### src/rtl/zigbee_pkg.sv
// Shared types and constants for the 802.15.4 transmit path.
// Frame state encoding plus fixed PPDU header byte values.
package zigbee_pkg;

    typedef enum logic [2:0] {
        IDLE,
        PREAMBLE,
        SFD,
        PHR,
        PAYLOAD,
        DONE
    } tx_state_t;

    localparam logic [7:0] PREAMBLE_BYTE = 8'h00;
    localparam logic [7:0] SFD_BYTE      = 8'hA7;
    localparam int         PHR_LEN_W     = 7;

endpackage

### src/rtl/zigbee_tx_frame_ctrl.sv
// Transmit frame sequencer: preamble, SFD, PHR, then CPU payload,
// written byte by byte into the modulator FIFO, honouring FIFO full.
module zigbee_tx_frame_ctrl
    import zigbee_pkg::*;
#(
    parameter int PREAMBLE_BYTES = 4,
    parameter int MAX_LENGTH     = 127,
    parameter int DATA_WIDTH     = 8
) (
    input  logic                  inClock,
    input  logic                  inReset,
    input  logic                  inStart,
    input  logic [PHR_LEN_W-1:0]  inLength,
    input  logic                  inAbort,
    input  logic [DATA_WIDTH-1:0] inPayloadData,
    input  logic                  inPayloadValid,
    output logic                  outPayloadReady,
    input  logic                  inFifoFull,
    output logic                  outFifoWrite,
    output logic [DATA_WIDTH-1:0] outFifoData,
    output logic                  outBusy,
    output logic                  outDone,
    output logic                  outError
);

    localparam int PRE_W = $clog2(PREAMBLE_BYTES + 1);

    tx_state_t            state_q, state_d;
    logic [PHR_LEN_W-1:0] len_q, len_d;
    logic [PHR_LEN_W-1:0] byte_q, byte_d;
    logic [PRE_W-1:0]     pre_q, pre_d;
    logic                 error_q, error_d;

    logic emit;
    logic abort_act;
    logic len_ok;

    assign abort_act = inAbort && (state_q != IDLE);
    assign len_ok    = (inLength != '0) && (32'(inLength) <= MAX_LENGTH);
    assign outError  = error_q;
    assign outBusy   = (state_q != IDLE);
    assign outDone   = (state_q == DONE) && !inAbort;

    // State, counter and error-pulse registers
    always_ff @(posedge inClock or negedge inReset) begin
        if (!inReset) begin
            state_q <= IDLE;
            len_q   <= '0;
            byte_q  <= '0;
            pre_q   <= '0;
            error_q <= 1'b0;
        end else begin
            state_q <= state_d;
            len_q   <= len_d;
            byte_q  <= byte_d;
            pre_q   <= pre_d;
            error_q <= error_d;
        end
    end

    // Next-state, FIFO write gating and byte mux
    always_comb begin
        state_d         = state_q;
        len_d           = len_q;
        byte_d          = byte_q;
        pre_d           = pre_q;
        error_d         = 1'b0;
        emit            = 1'b0;
        outFifoData     = '0;
        outPayloadReady = 1'b0;
        outFifoWrite    = 1'b0;

        unique case (state_q)
            IDLE: begin
                if (inStart && !inAbort) begin
                    if (len_ok) begin
                        state_d = PREAMBLE;
                        len_d   = inLength;
                        byte_d  = '0;
                        pre_d   = '0;
                    end else begin
                        error_d = 1'b1;
                    end
                end
            end
            PREAMBLE: begin
                emit        = 1'b1;
                outFifoData = DATA_WIDTH'(PREAMBLE_BYTE);
            end
            SFD: begin
                emit        = 1'b1;
                outFifoData = DATA_WIDTH'(SFD_BYTE);
            end
            PHR: begin
                emit        = 1'b1;
                outFifoData = DATA_WIDTH'(len_q);
            end
            PAYLOAD: begin
                emit            = inPayloadValid;
                outFifoData     = inPayloadData;
                outPayloadReady = !inFifoFull && !inAbort;
            end
            DONE: begin
                state_d = IDLE;
            end
            default: begin
                state_d = IDLE;
            end
        endcase

        outFifoWrite = emit && !inFifoFull && !abort_act;

        // Progress only on an actual FIFO write
        if (outFifoWrite) begin
            unique case (state_q)
                PREAMBLE: begin
                    if (pre_q == PRE_W'(PREAMBLE_BYTES - 1)) begin
                        state_d = SFD;
                        pre_d   = '0;
                    end else begin
                        pre_d = pre_q + PRE_W'(1);
                    end
                end
                SFD: state_d = PHR;
                PHR: state_d = PAYLOAD;
                PAYLOAD: begin
                    byte_d = byte_q + PHR_LEN_W'(1);
                    if (byte_d == len_q) begin
                        state_d = DONE;
                    end
                end
                default: state_d = state_q;
            endcase
        end

        if (abort_act) begin
            state_d = IDLE;
            byte_d  = '0;
            pre_d   = '0;
            error_d = 1'b1;
        end
    end

endmodule

### config.mk
export PLATFORM = sky130hd
export DESIGN_NAME = zigbee_tx_frame_ctrl
export DESIGN_NICKNAME = d
export VERILOG_FILES = /design/src/rtl/zigbee_pkg.sv /design/src/rtl/zigbee_tx_frame_ctrl.sv
export SDC_FILE = /design/constraint.sdc
export NUM_CORES = 1
export LEC_CHECK = 0
export CAP_MARGIN = 20
export CORE_ASPECT_RATIO = 1.2
export CORE_MARGIN = 5
export CORE_UTILIZATION = 47
export DETAILED_ROUTE_END_ITERATION = 10
export PLACE_DENSITY = 0.77
export SETUP_SLACK_MARGIN = 0.1
export SKIP_LAST_GASP = 1
export SLEW_MARGIN = 5
export SYNTH_ARGS = -nofsm -noshare
export SYNTH_HDL_FRONTEND = slang
export SYNTH_SLANG_ARGS = --single-unit
### constraint.sdc
create_clock -name inClock -period 4.2 [get_ports inClock]
set_input_delay 1.26 -clock inClock [delete_from_list [all_inputs] [get_ports inClock]]
set_output_delay 1.26 -clock inClock [all_outputs]
set_load 0.01 [all_outputs]
==> run_results.csv <==
group,metric,value,unit
layout,instances_no_fill,219,
synthesis,synthArstFlopShare,100,%
critical_path,cp-start-kind,"input port",
flow_run,maxCapViolCount,0,
timing,period_minus_slack,3.87,ns
power,power,573,uW
timing,whs,0.542,ns
clock_network,numCtsBuffers,3,
timing,timing.slew.headroom,51.4,%
routing,drt-vias-per-instance,5.87,
routing,postRouteAntennaNets,0,
clock_network,clk_latency,0.32,ns
layout,n_fill_cell,240,
layout,final_common_cell,"clkdlybuf4s50_1",
floorplan,io_pins,34,
routing,initialDrtViolationCount,49,
layout,regArea,526,um2
floorplan,start_util,49.0,%
floorplan,die_y,69.3,um
timing,max_freq,259,MHz
routing,firstDrtPassIters,4,
synthesis,ys.warnings.count,0,
synthesis,ys_seq_area_share,38.1,%
floorplan,std_cell_rows,21,
floorplan,core_area,2810,um2
synthesis,syn_inst,151,
timing,finalHoldViolCount,0,
synthesis,synth_fp_nets,174,
synthesis,synth.avg_cell_area,9.12,um2
timing,rsz0062_at_grt,"false",
routing,vias,1286,
clock_network,cts_root_buf,"clkbuf_4",
layout,nets,209,
synthesis,ys_ff_latch,21,
global_route,antenna_found_initial,0,
layout,final_area,1770,um2
synthesis,dominantRegCellSynth,"dfrtp_1",
layout,n_antenna_cell,0,
global_route,grt_use_total,18.1,%
place,port_buffers,33,
timing,fin_crit_sh,92.1,%
clock_network,cts_tree,"done",
floorplan,dieArea,4120,um2
critical_path,worstSetupPathType,"in -> out",
timing,fin_worst_skew,0.00393,ns
clock_network,clock_path_buffers,2,
layout,syn_to_final_growth,28.5,%
clock_network,htree_levels,1,
layout,drive_gt1_share,11.4,%
timing,fin_tns_setup,0,ns
synthesis,netlist_area,1380,um2
layout,multi_input_comb_area,806,um2
outcome,run_status,"finished clean",
power,p_leak,0.000746,uW
layout,most-common-layout-cells,"31 x clkdlybuf4s50_1, 21 x dfrtp_1, 16 x a21oi_1, 13 x nor2_1, 10 x nand2_1",
synthesis,ys_types,37,
timing,drv_slew,0,
critical_path,cp_max_fo,7,
timing,worstMarginPinSlew,0.722,ns
routing,drc,0,
clock_network,clk_pin_slew_worst_paths,0.12,ns
routing,drt-wirelength-per-cell,16.0,um
place,place_area,1730,um2
min_path,hold_path_class,"reg -> reg",
place,hpwl,2.72,mm
routing,drt_wl_total,3.51,mm
clock_network,cts.sinks,21,
clock_network,cts_resized,1,
global_route,grt_first_pass_wirelength,5.83,mm
place,place_congestion,0.829,
clock_network,cts_hold_buf,0,
timing,setup_violations,0,
power,power_density,323,nW/um2
global_route,overflow,0,
power,irDropWorstVdd,257,uV
synthesis,synth-edff-count,0,
clock_network,post_cts_buffers,0,
critical_path,critPathArrivalTime,2.61,ns
place,dpl.cell_count,214,
global_route,grt_max_degree,22,
critical_path,end_kind,"primary output",
critical_path,cp_data_required_time,2.94,ns
floorplan,die_x,59.4,um
global_route,grt_pass1_vias,1267,
==> metal layers <==
layer	wire [um]	GRT usage, %	up-vias
met1	1370	21.4	630
met4	76	7.30	0
met3	174	3.54	9
met5	0	0	-
li1	-	-	609
met2	1890	31.0	38
==> power breakdown <==
part	total (uW)	internal [uW]	switching (uW)
Clock	103	35.7	67.3
Combinational	188	107	81.1
Sequential	281	238	43.5
==> through the flow <==
| step | util [%] | worst slack, ns |
|---|---|---|
| 2_1_floorplan | - | 0.913 |
| 3_3_place_gp | 61.4 | 0.0924 |
| 3_5_place_dp | 61.4 | 0.0969 |
| 4_1_cts | 62.3 | 0.127 |
| 5_1_grt | 63.0 | 0.299 |
| 6_report | 63.0 | 0.332 |
==> layout make-up <==
class	count	area share (%)
well taps	34	2.40
multi-input cells	122	45.5
repair buffers	36	20.4
inverters	2	0.424
clock buffers	3	1.27
clock inverters	1	0.283
flip-flops and latches	21	29.7
==> synthesized netlist by cell type (all sizes together), types with 2 or more instances <==
| master | number | area share, % |
|---|---|---|
| a21oi | 16 | 5.8 |
| nand3b | 4 | 2.2 |
| nor2 | 13 | 3.5 |
| and3 | 4 | 1.8 |
| o22ai | 2 | 0.91 |
| nand2 | 10 | 2.7 |
| mux2 | 7 | 5.7 |
| o21ai | 5 | 1.8 |
| nand3 | 9 | 3.6 |
| or3 | 3 | 1.4 |
| or2 | 2 | 0.91 |
| nor3 | 4 | 1.5 |
| xor2 | 4 | 2.5 |
| ha | 2 | 1.8 |
| inv | 2 | 0.55 |
| clkbuf | 3 | 0.82 |
| nand2b | 5 | 2.3 |
| a22o | 7 | 4.5 |
| dfrtp | 21 | 38 |
| xnor2 | 6 | 3.8 |
| and2 | 3 | 1.5 |
| nor4b | 2 | 1.3 |
| nor2b | 3 | 1.4 |
| buf | 3 | 2.0 |
| nor4 | 2 | 0.91 |
==> kinds of logic (layout without fill, tap and decap cells) <==
kind of cell / count (synthesis) / after routing / synth area share, %
and+or+nand+nor: 68 / 68 / 27.8
AOI/OAI and AO/OA: 35 / 35 / 16.8
DFF: 21 / 21 / 38.1
xor gates and xnor gates: 10 / 10 / 6.36
buffers and inverters: 8 / 42 / 3.36
muxes: 7 / 7 / 5.72
adders and majority gates: 2 / 2 / 1.82
==> worst max-delay path, stage by stage <==
cell,delay [ns]
clkdlybuf4s50_1,0.42
buf_4,0.17
nor3_1,0.18
clkdlybuf4s50_1,0.58
==> sequential cells by signal (all words and copies together), names as in the netlist <==
register and cells:
pre_q 3, state_q 3, byte_q 7, len_q 7
outError 1
==> worst paths after layout <==
check                      startpoint         end  slack, ns  cells past startpoint
setup reg to reg           state_q[0]   byte_q[4]       1.96                      5
setup / recovery              inAbort     outDone       0.33                      4
min in group asynchronous     inReset  state_q[2]       1.10                      1
hold reg to reg              pre_q[2]    pre_q[2]       0.54                      1
max in group asynchronous     inReset   byte_q[3]       2.75                      2
hold / removal               pre_q[2]    pre_q[2]       0.54                      1
Note: power is estimated with default switching activity, not from simulation.
